File: config.mk
export PLATFORM = sky130hd
export DESIGN_NAME = ex_hazard_ctrl_flat
export DESIGN_NICKNAME = d
export VERILOG_FILES = /design/src/rtl/ex_hazard_ctrl_if.sv /design/src/rtl/ex_hazard_ctrl.sv /design/src/flat_wrapper.sv
export SDC_FILE = /design/constraint.sdc
export NUM_CORES = 1
export LEC_CHECK = 0
export ABC_CLOCK_PERIOD_IN_PS = 2800
export BUFFER_PORTS_ARGS = -buffer_cell sky130_fd_sc_hd__buf_2
export CAP_MARGIN = 15
export CORE_ASPECT_RATIO = 0.75
export CORE_MARGIN = 2
export CORE_UTILIZATION = 47
export DETAILED_ROUTE_END_ITERATION = 10
export PLACE_DENSITY = 0.85
export SKIP_LAST_GASP = 1
export SLEW_MARGIN = 20
export SYNTH_ARGS = -nofsm -noshare
export SYNTH_HDL_FRONTEND = slang
export SYNTH_SLANG_ARGS = --single-unit
File: constraint.sdc
create_clock -name clk_in -period 2.8 [get_ports clk_in]
set_input_delay 0.14 -clock clk_in [delete_from_list [all_inputs] [get_ports clk_in]]
set_output_delay 0.14 -clock clk_in [all_outputs]
set_load 0.01 [all_outputs]
File: src/rtl/ex_hazard_ctrl_if.sv
// Hazard-control bundle between the pipeline datapath and ex_hazard_ctrl.
// The master side is the pipeline: it presents register indices and status
// and consumes the forwarding selects and the stall/bubble/flush controls.
interface ex_hazard_ctrl_if #(
  parameter int INDEX = 5
);
  logic [INDEX-1:0] ifid_rs1_in;
  logic [INDEX-1:0] ifid_rs2_in;
  logic [INDEX-1:0] idex_rs1_in;
  logic [INDEX-1:0] idex_rs2_in;
  logic [INDEX-1:0] idex_rd_in;
  logic             idex_mem_read_in;
  logic [INDEX-1:0] exmem_rd_in;
  logic             exmem_reg_write_in;
  logic [INDEX-1:0] memwb_rd_in;
  logic             memwb_reg_write_in;
  logic             branch_taken_in;
  logic             mc_op_in;
  logic             mc_done_in;

  logic [1:0]       rs1_src_out;
  logic [1:0]       rs2_src_out;
  logic             pc_stall_out;
  logic             ifid_stall_out;
  logic             idex_stall_out;
  logic             idex_bubble_out;
  logic             exmem_bubble_out;
  logic             ifid_flush_out;
  logic             mc_start_out;
  logic             mc_error_out;
  logic [15:0]      stall_cnt_out;

  modport master (
    output ifid_rs1_in, ifid_rs2_in, idex_rs1_in, idex_rs2_in, idex_rd_in,
           idex_mem_read_in, exmem_rd_in, exmem_reg_write_in, memwb_rd_in,
           memwb_reg_write_in, branch_taken_in, mc_op_in, mc_done_in,
    input  rs1_src_out, rs2_src_out, pc_stall_out, ifid_stall_out,
           idex_stall_out, idex_bubble_out, exmem_bubble_out, ifid_flush_out,
           mc_start_out, mc_error_out, stall_cnt_out
  );

  modport slave (
    input  ifid_rs1_in, ifid_rs2_in, idex_rs1_in, idex_rs2_in, idex_rd_in,
           idex_mem_read_in, exmem_rd_in, exmem_reg_write_in, memwb_rd_in,
           memwb_reg_write_in, branch_taken_in, mc_op_in, mc_done_in,
    output rs1_src_out, rs2_src_out, pc_stall_out, ifid_stall_out,
           idex_stall_out, idex_bubble_out, exmem_bubble_out, ifid_flush_out,
           mc_start_out, mc_error_out, stall_cnt_out
  );
endinterface

File: src/rtl/ex_hazard_ctrl.sv
// EX-stage hazard controller: operand forwarding selects, load-use stall,
// taken-branch flush, and sequencing of a multicycle unit with a timeout.
module ex_hazard_ctrl #(
  parameter int INDEX      = 5,
  parameter int MC_TIMEOUT = 64
) (
  input  logic               clk_in,
  input  logic               rstn_in,
  ex_hazard_ctrl_if.slave    hz
);

  localparam int            CW       = $clog2(MC_TIMEOUT);
  localparam logic [CW-1:0] CNT_LAST = CW'(MC_TIMEOUT - 1);

  if (MC_TIMEOUT < 2) begin : g_bad_timeout
    $error("ex_hazard_ctrl: MC_TIMEOUT must be at least 2");
  end

  typedef enum logic {
    ST_RUN,
    ST_MC_WAIT
  } state_e;

  state_e        state_q, state_d;
  logic [CW-1:0] tmo_q, tmo_d;
  logic          err_q, err_d;
  logic [15:0]   scnt_q;

  logic pc_stall, ifid_stall, idex_stall;
  logic idex_bubble, exmem_bubble, ifid_flush, mc_start;
  logic load_use;

  // EX/MEM wins over MEM/WB because it holds the younger result.
  function automatic logic [1:0] fwd_sel(
    input logic [INDEX-1:0] rs,
    input logic [INDEX-1:0] ex_rd,
    input logic             ex_we,
    input logic [INDEX-1:0] wb_rd,
    input logic             wb_we
  );
    if (ex_we && (ex_rd != '0) && (ex_rd == rs)) return 2'b10;
    if (wb_we && (wb_rd != '0) && (wb_rd == rs)) return 2'b01;
    return 2'b00;
  endfunction

  // Forwarding is state-independent and stays live during reset.
  assign hz.rs1_src_out = fwd_sel(hz.idex_rs1_in, hz.exmem_rd_in, hz.exmem_reg_write_in,
                                  hz.memwb_rd_in, hz.memwb_reg_write_in);
  assign hz.rs2_src_out = fwd_sel(hz.idex_rs2_in, hz.exmem_rd_in, hz.exmem_reg_write_in,
                                  hz.memwb_rd_in, hz.memwb_reg_write_in);

  assign load_use = hz.idex_mem_read_in && (hz.idex_rd_in != '0) &&
                    ((hz.idex_rd_in == hz.ifid_rs1_in) || (hz.idex_rd_in == hz.ifid_rs2_in));

  // Next-state and pipeline controls; outputs are forced low while in reset.
  always_comb begin
    // NOTE: every signal gets a default first so no path leaves one unassigned (no latches).
    state_d      = state_q;
    tmo_d        = tmo_q;
    err_d        = err_q;
    pc_stall     = 1'b0;
    ifid_stall   = 1'b0;
    idex_stall   = 1'b0;
    idex_bubble  = 1'b0;
    exmem_bubble = 1'b0;
    ifid_flush   = 1'b0;
    mc_start     = 1'b0;
    if (rstn_in) begin
      unique case (state_q)
        ST_RUN: begin
          if (hz.mc_op_in) begin
            mc_start     = 1'b1;
            pc_stall     = 1'b1;
            ifid_stall   = 1'b1;
            idex_stall   = 1'b1;
            exmem_bubble = 1'b1;
            tmo_d        = '0;
            state_d      = ST_MC_WAIT;
          end else if (hz.branch_taken_in) begin
            ifid_flush  = 1'b1;
            idex_bubble = 1'b1;
          end else if (load_use) begin
            pc_stall    = 1'b1;
            ifid_stall  = 1'b1;
            idex_bubble = 1'b1;
          end
        end
        ST_MC_WAIT: begin
          // Done or timeout both release the pipeline so EX/MEM latches the result.
          if (hz.mc_done_in) begin
            state_d = ST_RUN;
          end else if (tmo_q == CNT_LAST) begin
            err_d   = 1'b1;
            state_d = ST_RUN;
          end else begin
            pc_stall     = 1'b1;
            ifid_stall   = 1'b1;
            idex_stall   = 1'b1;
            exmem_bubble = 1'b1;
            tmo_d        = tmo_q + 1'b1;
          end
        end
        default: state_d = ST_RUN;
      endcase
    end
  end

  // State, timeout counter, sticky error and saturating stall counter.
  always_ff @(posedge clk_in or negedge rstn_in) begin
    if (!rstn_in) begin
      state_q <= ST_RUN;
      tmo_q   <= '0;
      err_q   <= 1'b0;
      scnt_q  <= '0;
    end else begin
      // NOTE: non-blocking assignments so all registers see pre-edge values.
      state_q <= state_d;
      tmo_q   <= tmo_d;
      err_q   <= err_d;
      if (pc_stall && (scnt_q != 16'hFFFF)) scnt_q <= scnt_q + 16'd1;
    end
  end

  assign hz.pc_stall_out     = pc_stall;
  assign hz.ifid_stall_out   = ifid_stall;
  assign hz.idex_stall_out   = idex_stall;
  assign hz.idex_bubble_out  = idex_bubble;
  assign hz.exmem_bubble_out = exmem_bubble;
  assign hz.ifid_flush_out   = ifid_flush;
  assign hz.mc_start_out     = mc_start;
  assign hz.mc_error_out     = err_q;
  assign hz.stall_cnt_out    = scnt_q;

endmodule

File: src/flat_wrapper.sv
// flat-port wrapper written by rule: the top's interface ports become plain ports
module ex_hazard_ctrl_flat 
#(
  parameter int INDEX      = 5,
  parameter int MC_TIMEOUT = 64
)
  (clk_in, rstn_in, hz_ifid_rs1_in, hz_ifid_rs2_in, hz_idex_rs1_in, hz_idex_rs2_in, hz_idex_rd_in, hz_idex_mem_read_in, hz_exmem_rd_in, hz_exmem_reg_write_in, hz_memwb_rd_in, hz_memwb_reg_write_in, hz_branch_taken_in, hz_mc_op_in, hz_mc_done_in, hz_rs1_src_out, hz_rs2_src_out, hz_pc_stall_out, hz_ifid_stall_out, hz_idex_stall_out, hz_idex_bubble_out, hz_exmem_bubble_out, hz_ifid_flush_out, hz_mc_start_out, hz_mc_error_out, hz_stall_cnt_out);
  ex_hazard_ctrl_if #(.INDEX(INDEX)) hz_i ();
  input  logic clk_in;
  input  logic rstn_in;
  input wire logic [$bits(hz_i.ifid_rs1_in)-1:0] hz_ifid_rs1_in;
  input wire logic [$bits(hz_i.ifid_rs2_in)-1:0] hz_ifid_rs2_in;
  input wire logic [$bits(hz_i.idex_rs1_in)-1:0] hz_idex_rs1_in;
  input wire logic [$bits(hz_i.idex_rs2_in)-1:0] hz_idex_rs2_in;
  input wire logic [$bits(hz_i.idex_rd_in)-1:0] hz_idex_rd_in;
  input wire logic [$bits(hz_i.idex_mem_read_in)-1:0] hz_idex_mem_read_in;
  input wire logic [$bits(hz_i.exmem_rd_in)-1:0] hz_exmem_rd_in;
  input wire logic [$bits(hz_i.exmem_reg_write_in)-1:0] hz_exmem_reg_write_in;
  input wire logic [$bits(hz_i.memwb_rd_in)-1:0] hz_memwb_rd_in;
  input wire logic [$bits(hz_i.memwb_reg_write_in)-1:0] hz_memwb_reg_write_in;
  input wire logic [$bits(hz_i.branch_taken_in)-1:0] hz_branch_taken_in;
  input wire logic [$bits(hz_i.mc_op_in)-1:0] hz_mc_op_in;
  input wire logic [$bits(hz_i.mc_done_in)-1:0] hz_mc_done_in;
  output wire logic [$bits(hz_i.rs1_src_out)-1:0] hz_rs1_src_out;
  output wire logic [$bits(hz_i.rs2_src_out)-1:0] hz_rs2_src_out;
  output wire logic [$bits(hz_i.pc_stall_out)-1:0] hz_pc_stall_out;
  output wire logic [$bits(hz_i.ifid_stall_out)-1:0] hz_ifid_stall_out;
  output wire logic [$bits(hz_i.idex_stall_out)-1:0] hz_idex_stall_out;
  output wire logic [$bits(hz_i.idex_bubble_out)-1:0] hz_idex_bubble_out;
  output wire logic [$bits(hz_i.exmem_bubble_out)-1:0] hz_exmem_bubble_out;
  output wire logic [$bits(hz_i.ifid_flush_out)-1:0] hz_ifid_flush_out;
  output wire logic [$bits(hz_i.mc_start_out)-1:0] hz_mc_start_out;
  output wire logic [$bits(hz_i.mc_error_out)-1:0] hz_mc_error_out;
  output wire logic [$bits(hz_i.stall_cnt_out)-1:0] hz_stall_cnt_out;
  assign hz_i.ifid_rs1_in = hz_ifid_rs1_in;
  assign hz_i.ifid_rs2_in = hz_ifid_rs2_in;
  assign hz_i.idex_rs1_in = hz_idex_rs1_in;
  assign hz_i.idex_rs2_in = hz_idex_rs2_in;
  assign hz_i.idex_rd_in = hz_idex_rd_in;
  assign hz_i.idex_mem_read_in = hz_idex_mem_read_in;
  assign hz_i.exmem_rd_in = hz_exmem_rd_in;
  assign hz_i.exmem_reg_write_in = hz_exmem_reg_write_in;
  assign hz_i.memwb_rd_in = hz_memwb_rd_in;
  assign hz_i.memwb_reg_write_in = hz_memwb_reg_write_in;
  assign hz_i.branch_taken_in = hz_branch_taken_in;
  assign hz_i.mc_op_in = hz_mc_op_in;
  assign hz_i.mc_done_in = hz_mc_done_in;
  assign hz_rs1_src_out = hz_i.rs1_src_out;
  assign hz_rs2_src_out = hz_i.rs2_src_out;
  assign hz_pc_stall_out = hz_i.pc_stall_out;
  assign hz_ifid_stall_out = hz_i.ifid_stall_out;
  assign hz_idex_stall_out = hz_i.idex_stall_out;
  assign hz_idex_bubble_out = hz_i.idex_bubble_out;
  assign hz_exmem_bubble_out = hz_i.exmem_bubble_out;
  assign hz_ifid_flush_out = hz_i.ifid_flush_out;
  assign hz_mc_start_out = hz_i.mc_start_out;
  assign hz_mc_error_out = hz_i.mc_error_out;
  assign hz_stall_cnt_out = hz_i.stall_cnt_out;
  ex_hazard_ctrl #(.INDEX(INDEX), .MC_TIMEOUT(MC_TIMEOUT)) u_core (.clk_in(clk_in), .rstn_in(rstn_in), .hz(hz_i));
endmodule
Yosys cells after proc, flatten, opt, wreduce, memory -nomap -nowiden:

Index checks and enable logic that the tools add are counted.

* output and inout bits: 28
* register bits: 24
* input bits: 43
* logic and storage cells: 72

* reduce and logical (&&, ||, !) cells: 15
* eq/ne operators: 11
* add/sub/neg operators: 2
* multiplexer cells: 38
* bitwise gates (word level): 2

Operators with widths (number)
* equality test 5 bit: 6
* 2-to-1 mux 1 bit: 24
* 2-to-1 mux 6 bit: 3
* adder 16 x 1 -> 16 bit, second input constant: 1
* 2-to-1 mux 2 bit: 8
* inequality test 16 bit, second input constant: 1
* nonzero test 5 bit: 3
* one-hot mux 6 bit (2 select lines): 1
* logical AND 1 bit: 9
* AND reduction 4 bit: 2
* adder 6 x 1 -> 6 bit, second input constant: 1
* equality test 6 bit, second input constant: 1
* inequality test 2 bit, second input constant: 3
* one-hot mux 1 bit (2 select lines): 2
* NOT 1 bit: 2
* logical OR 1 bit: 1

Depth between registers and ports, before layout:

Gate-level depths: netlist of run 1.

* word-level depth: 9
* mapped depth: 10
* gate-level depth less buffers: 8

Least setup slack after synthesis of run 1:

OpenSTA, ideal clock, no wires.

* kind: register -> register
* start: register u_core.tmo_q[0]
* end: register u_core.scnt_q[6] (netlist: u_core.hz.stall_cnt_out[6])
* clock period less this slack: 2.145 ns
* buffers on the path: 2
* cell stages (with the launch flop): 11
* data required time: 2.721 ns
* slack: 0.655 ns
* library setup time: 0.079 ns
* arrival: 2.066 ns
* path through: dfrtp_1 ha_1 nand4_1 o211ai_1 or2_2 buf_2 o41ai_4 o31ai_4 buf_6 nor3_1 xor2_1

* longest elaborated chain between the ends: 6

Ends and longest elaborated chain
* start: declaration: RTL line ex_hazard_ctrl.sv:25 `logic [CW-1:0] tmo_q, tmo_d;`
* start signal: assignment: RTL line ex_hazard_ctrl.sv:118 `tmo_q <= tmo_d;`
* equality test 6 bit: RTL line ex_hazard_ctrl.sv:92 `end else if (tmo_q == CNT_LAST) begin`
* 2-to-1 mux 1 bit (2 in a row)
* one-hot mux 1 bit (2 select lines)
* 2-to-1 mux 1 bit
* named net hz_ifid_stall_out: RTL line flat_wrapper.sv:27 `output wire logic [$bits(hz_i.ifid_stall_out)-1:0] hz_ifid_stall_out;`
* logical AND 1 bit: RTL line ex_hazard_ctrl.sv:120 `if (pc_stall && (scnt_q != 16'hFFFF)) scnt_q <= scnt_q + 16'd1;`
* end signal: assignment: RTL line ex_hazard_ctrl.sv:120
* end: declaration: RTL line ex_hazard_ctrl.sv:27 `logic [15:0] scnt_q;`

The timed path passes the listed nets, and every way through them passes these cells.
A chain may end at the register's enable or synchronous reset.

Worst setup path after layout of run 1:

* start: register u_core.scnt_q[6] (netlist: u_core.hz.stall_cnt_out[6])
* end: register u_core.scnt_q[1] (netlist: u_core.hz.stall_cnt_out[1])

* longest elaborated chain between the ends: 2

Ends and longest elaborated chain (RTL line)
* inequality test 16 bit: ex_hazard_ctrl.sv:120
* logical AND 1 bit: ex_hazard_ctrl.sv:120

No other way between the ends.

==> impl_metrics.json, run 1 <==
{
  "synthesis.area_sq_mm": 0.00161,
  "die_h_microns": 54.7,
  "fmax_ghz": 0.403,
  "gr-total-overflow": 0,
  "dp_hpwl_microns": 2950,
  "layout.cells.non_filler": 278,
  "min_from": "hz_mc_done_in",
  "critical_path_arrival_ns": 2.64,
  "clockBufferDepth": 2,
  "drt_wl_total_microns": 3600,
  "drtAntennaViolNets": 0,
  "status": "completed",
  "rsz0062_at_grt": "no",
  "coreArea_sq_mm": 0.00329,
  "worst_slew_pin_slew_ns": 0.714,
  "vias": 1397,
  "regToRegStartpoint": "u_core.hz.stall_cnt_out[6]",
  "wire_per_inst_microns": 13.0,
  "tns_ns": 0,
  "r2r_slack_ns": 0.32,
  "slew_headroom_pct": 52.4,
  "gp_congestion": 0.820,
  "worstSetupPathType": "reg -> reg",
  "via_per_inst": 5.03,
  "final_layout_size_suffix_gt1_share_pct": 37.0,
  "whs_endpoint": "u_core.hz.mc_error_out",
  "whs_path_depth": 2,
  "drt_iter0_markers": 76,
  "portBuffers": 70,
  "grt_use_total_pct": 18.9,
  "finalCritPeriodShare_pct": 88.7,
  "grt_antenna_before_repair": 0,
  "p_leak_uw": 0.00105,
  "synth_warnings": 0,
  "maxCapViolCount": 0,
  "pre_cts_ws_ns": 0.315,
  "diodes": 0,
  "areaGrowthSynthToFinish_pct": 27.6,
  "finalInstanceArea_sq_mm": 0.00205,
  "grt_max_degree": 30,
  "r2r_end": "u_core.hz.stall_cnt_out[1]",
  "dpl_cell_area_sq_mm": 0.00199,
  "die-area_sq_mm": 0.00391,
  "ir_drop_v": 0.000454,
  "crit_required_ns": 2.96,
  "fp-row-count": 18,
  "fp.dieW_microns": 71.5,
  "synth_most_common_cell": "xor2_1",
  "dp.cells": 273,
  "synth_cell_types": 34,
  "synthTopCellsByArea": "dfrtp_1 (37%), xor2_1 (19%), xnor2_1 (6.5%)",
  "synthCells": 166,
  "crit_fanout": 16,
  "clock-root-buffer": "clkbuf_8",
  "reg2regPathDepth": 6,
  "power_uw": 1070,
  "layout_min_cycle_time_ns": 2.48,
  "slew_violations": 0,
  "hp-class": "in -> reg",
  "grt_pass1_wl_microns": 5670,
  "clock-skew-final_ns": 0.00108,
  "syn_avg_cell_area_sq_um": 9.69,
  "yosysTopAreaCell": "dfrtp_1",
  "synth_edf_count": 0,
  "setup_violations": 0,
  "synth_nets": 211,
  "synth_ff_type": "dfrtp_1",
  "htreeDepth": 1,
  "clk_pin_slew_ns": 0.08,
  "numClockSinks": 24,
  "grt_pass1_vias": 1251,
  "drc": 0,
  "power_density_mw_per_mm2": 522,
  "start_kind": "flop",
  "first_pass_iters": 5,
  "hold_viol": 0,
  "fin_ws_ns": 0.316,
  "synthArstFlopShare_pct": 100,
  "nets": 284,
  "cts_made_buffers": 3,
  "clk_latency_ns": 0.26,
  "initial_core_util_pct": 48.9,
  "critical_path.endpoint_type": "flop",
  "synth_seq_cells": 24,
  "io-pin-count": 71,
  "synth_common_cells": "xor2_1 (35), dfrtp_1 (24), xnor2_1 (12)",
  "tritoncts": "yes",
  "seq_area_frac_synth_pct": 37.4,
  "netlist.area_leader.share_pct": 37.4
}
-- through the flow --
step,utilization [%],hold slack [ns]
final,62.4,0.0680
after global routing,62.4,0.0644
after CTS,62.4,0.0650
after detailed placement,60.4,0.189
after global placement,60.4,0.182
after floorplan,-,-0.156
-- registers in the layout (all words and copies together) (netlist names) --
signal                   cells
u_core.hz.stall_cnt_out     16
u_core.tmo_q                 6
u_core.hz.mc_error_out       1
u_core.state_q               1
-- worst max-delay path by stage --
stage	endpoint	slack [ns]	startpoint
6_report	u_core.hz.stall_cnt_out[1]	0.32	u_core.hz.stall_cnt_out[6]
5_1_grt	u_core.hz.stall_cnt_out[1]	0.18	u_core.hz.stall_cnt_out[6]
4_1_cts	u_core.hz.stall_cnt_out[1]	0.30	u_core.hz.stall_cnt_out[6]
3_5_place_dp	u_core.hz.stall_cnt_out[1]	0.31	u_core.hz.stall_cnt_out[6]
3_3_place_gp	u_core.hz.stall_cnt_out[1]	0.41	u_core.hz.stall_cnt_out[6]
2_1_floorplan	u_core.hz.stall_cnt_out[6]	0.65	u_core.tmo_q[0]
-- power breakdown --
part | internal [uW] | leakage, uW | switching, uW
Combinational | 157 | 0.000731 | 177
Sequential | 415 | 0.000290 | 86.7
Clock | 125 | 0.0000288 | 110
Total | 697 | 0.00105 | 373
-- kinds of logic after synthesis --
logic type,Yosys count,share of synthesized area (%)
adder cells (fa/ha/maj),2,1.56
multiplexers,1,0.700
AND/OR/NAND/NOR,60,21.3
flip-flops,24,37.4
AO/OA/AOI/OAI,16,8.64
XOR/XNOR,47,25.6
buffers and inverters,16,4.82
-- critical path, cell delays in order (launching register included) --
cell and delay (ns):
dfrtp_1 0.42, and4_1 0.25, and3_2 0.22, nand3_2 0.11, or3_4 0.36, o31ai_4 0.60
mux2_2 0.41
-- metal layers --
layer / up-vias / part of all wire [%] / wire length, microns / track usage (%)
met5: - / 0 / 0 / 0
met4: 0 / 0 / 0 / 2.20
met3: 0 / 4.8 / 173 / 4.60
met2: 30 / 47 / 1690 / 30.6
met1: 656 / 48 / 1740 / 26.6
li1: 711 / - / - / -
-- placed cells by master (no fill, tap or decap), drive strengths merged, types with 3 or more instances in the layout --
cell    instances
nor2           11
nor3           11
clkbuf          4
nand4           3
and3            3
xnor2          12
nor4            6
dfrtp          24
buf            72
xor2           35
nand2           9
nand3           7
or4             5
o21ai           6
inv            11
-- repair_timing --
item                                    CTS  global route
hold endpoints to repair                 24             0
buffers inserted                          0             0
endpoints found under the setup margin    0             0
resized for setup                         0             0
hold buffers                              1             0
-- layout make-up --
cell class                      instances  area [sq um]
Inverter                               11          41.3
Clock buffer                            4          55.1
Fill cell                             285          1240
Sequential cell                        24           601
Timing Repair Buffer                   73           375
Multi-Input combinational cell        126           930
Tap cell                               40          50.0
(Power assumes the default switching activity.)
==> inputs of run 2 (changes only) <==
- CELL_PAD_IN_SITES_DETAIL_PLACEMENT: unset -> 1
- CELL_PAD_IN_SITES_GLOBAL_PLACEMENT: unset -> 2
- CORE_UTILIZATION: 47 -> 27
- PLACE_DENSITY: 0.85 -> 0.84
==> impl_metrics.json, run 2 (synthesis gave the netlist of run 1 again) <==
{
  "power_frac_seq_pct": 43.5,
  "p_leak_uw": 0.00106,
  "areaGrowthSynthToFinish_pct": 31.6,
  "start_kind": "flop",
  "pre_cts_ws_ns": 0.286,
  "hp-class": "in -> reg",
  "drt_wl_total_microns": 4260,
  "p_int_uw": 764,
  "fp-row-count": 24,
  "final_layout_size_suffix_gt1_share_pct": 37.0,
  "worst_hold_slack_ns": 0.0855,
  "fin_ws_ns": 0.295,
  "power_density_mw_per_mm2": 542,
  "rsz0062_at_grt": "no",
  "final_cell_mix": "buf_2 (70), xor2_1 (35), dfrtp_1 (24)",
  "grt_pass1_vias": 1443,
  "r2r_slack_ns": 0.29,
  "htreeDepth": 1,
  "crit_required_ns": 2.97,
  "setup_violations": 0,
  "slew_headroom_pct": 49.1,
  "tritoncts": "yes",
  "clock-root-buffer": "clkbuf_8",
  "drt_iter0_markers": 33,
  "grt_antenna_before_repair": 0,
  "cts_made_buffers": 3,
  "tns_ns": 0,
  "vias": 1405,
  "portBuffers": 70,
  "fmax_ghz": 0.399,
  "maxCapViolCount": 0,
  "pwr-share-comb_pct": 29.4,
  "p_switching_uw": 382,
  "final_common_cell": "buf_2",
  "gr-total-overflow": 0,
  "critical_path_arrival_ns": 2.68,
  "hold_viol": 0,
  "first_pass_iters": 3,
  "fp.dieW_microns": 93.1,
  "coreArea_sq_mm": 0.00580,
  "p_sw_share_pct": 33.3,
  "clockBufferDepth": 2,
  "dp_hpwl_microns": 3540,
  "worstSetupPathType": "reg -> reg",
  "status": "completed",
  "nets": 284,
  "grt_use_total_pct": 13.5,
  "crit_fanout": 16,
  "finalCritPeriodShare_pct": 89.5,
  "worst_slew_pin_slew_ns": 0.763,
  "diodes": 0,
  "slew_violations": 0,
  "ir_drop_v": 0.000299,
  "drc": 0,
  "drtAntennaViolNets": 0,
  "grt_max_degree": 30,
  "via_per_inst": 4.45,
  "clk_pin_slew_ns": 0.09,
  "io-pin-count": 71,
  "grt_pass1_wl_microns": 7070,
  "p_clk_share_pct": 27.1,
  "die-area_sq_mm": 0.00659,
  "critical_path.endpoint_type": "flop",
  "largest_reg_flops": 16,
  "wire_per_inst_microns": 13.5,
  "clock-skew-final_ns": 0.00902,
  "initial_core_util_pct": 27.7,
  "gp_congestion": 0.807,
  "layout_min_cycle_time_ns": 2.51,
  "die_h_microns": 70.8,
  "numClockSinks": 24,
  "clk_latency_ns": 0.28
}
-- run 2: cell count changes in the layout (fill, tap and decap cells not counted), sizes merged --
| cell | previous run | this run |
|---|---|---|
| clkbuf | 4 | 3 |
| bufinv | 0 | 1 |
-- run 2: path summary, 6_finish.rpt --
check,start,end,cells past startpoint
setup / recovery,u_core.hz.stall_cnt_out[6],u_core.hz.stall_cnt_out[1],6
hold / removal,hz_mc_done_in,u_core.hz.mc_error_out,2
setup reg to reg,u_core.hz.stall_cnt_out[6],u_core.hz.stall_cnt_out[1],6
hold reg to reg,u_core.hz.mc_error_out,u_core.hz.mc_error_out,2
max in group asynchronous,rstn_in,u_core.tmo_q[3],3
min in group asynchronous,rstn_in,u_core.hz.stall_cnt_out[2],3
-- run 2: layout make-up --
type	instances	area, sq um
inverters	11	41.3
fillers	699	3680
repair buffers	73	375
clock buffers	3	41.3
clock inverters	1	30.0
multi-input cells	126	930
flip-flops and latches	24	601
well taps	78	97.6
-- run 2: critical path, stage by stage, from the launching register on --
cell	delay, ns
dfrtp_1	0.42
and4_1	0.24
and3_2	0.22
nand3_2	0.11
or3_4	0.36
o31ai_4	0.63
mux2_2	0.41
-- run 2: through the flow --
stage	utilization [%]	std cells	power, uW	instance area (sq um)
final	36.5	316	1150	2120
after global routing	36.5	316	1230	2120
after CTS	36.5	316	1170	2120
after detailed placement	35.1	311	850	2030
after global placement	35.1	311	834	2030
after floorplan	-	166	692	1610
-- run 2: routing by layer --
metal	vias to the layer above	global-route usage [%]	part of all wire (%)
li1	714	-	-
met1	667	19.2	49
met2	19	20.7	47
met3	5	3.30	3.0
met4	0	3.43	0.94
met5	-	0	0
-- run 2: power by group through the flow --
stage / registers, uW / logic, uW / clock network [uW]
2_1_floorplan: 513 / 180 / 0
3_3_place_gp: 502 / 332 / 0
3_5_place_dp: 508 / 342 / 0
4_1_cts: 502 / 344 / 324
5_1_grt: 516 / 380 / 338
6_report: 499 / 337 / 310
-- run 2: what timing repair did --
action / in CTS / in global routing
hold buffers: 1 / 0
gates resized for setup: 0 / 0
endpoints found under the setup margin: 0 / 0
endpoints found under the hold margin: 24 / 0
buffers inserted: 0 / 0
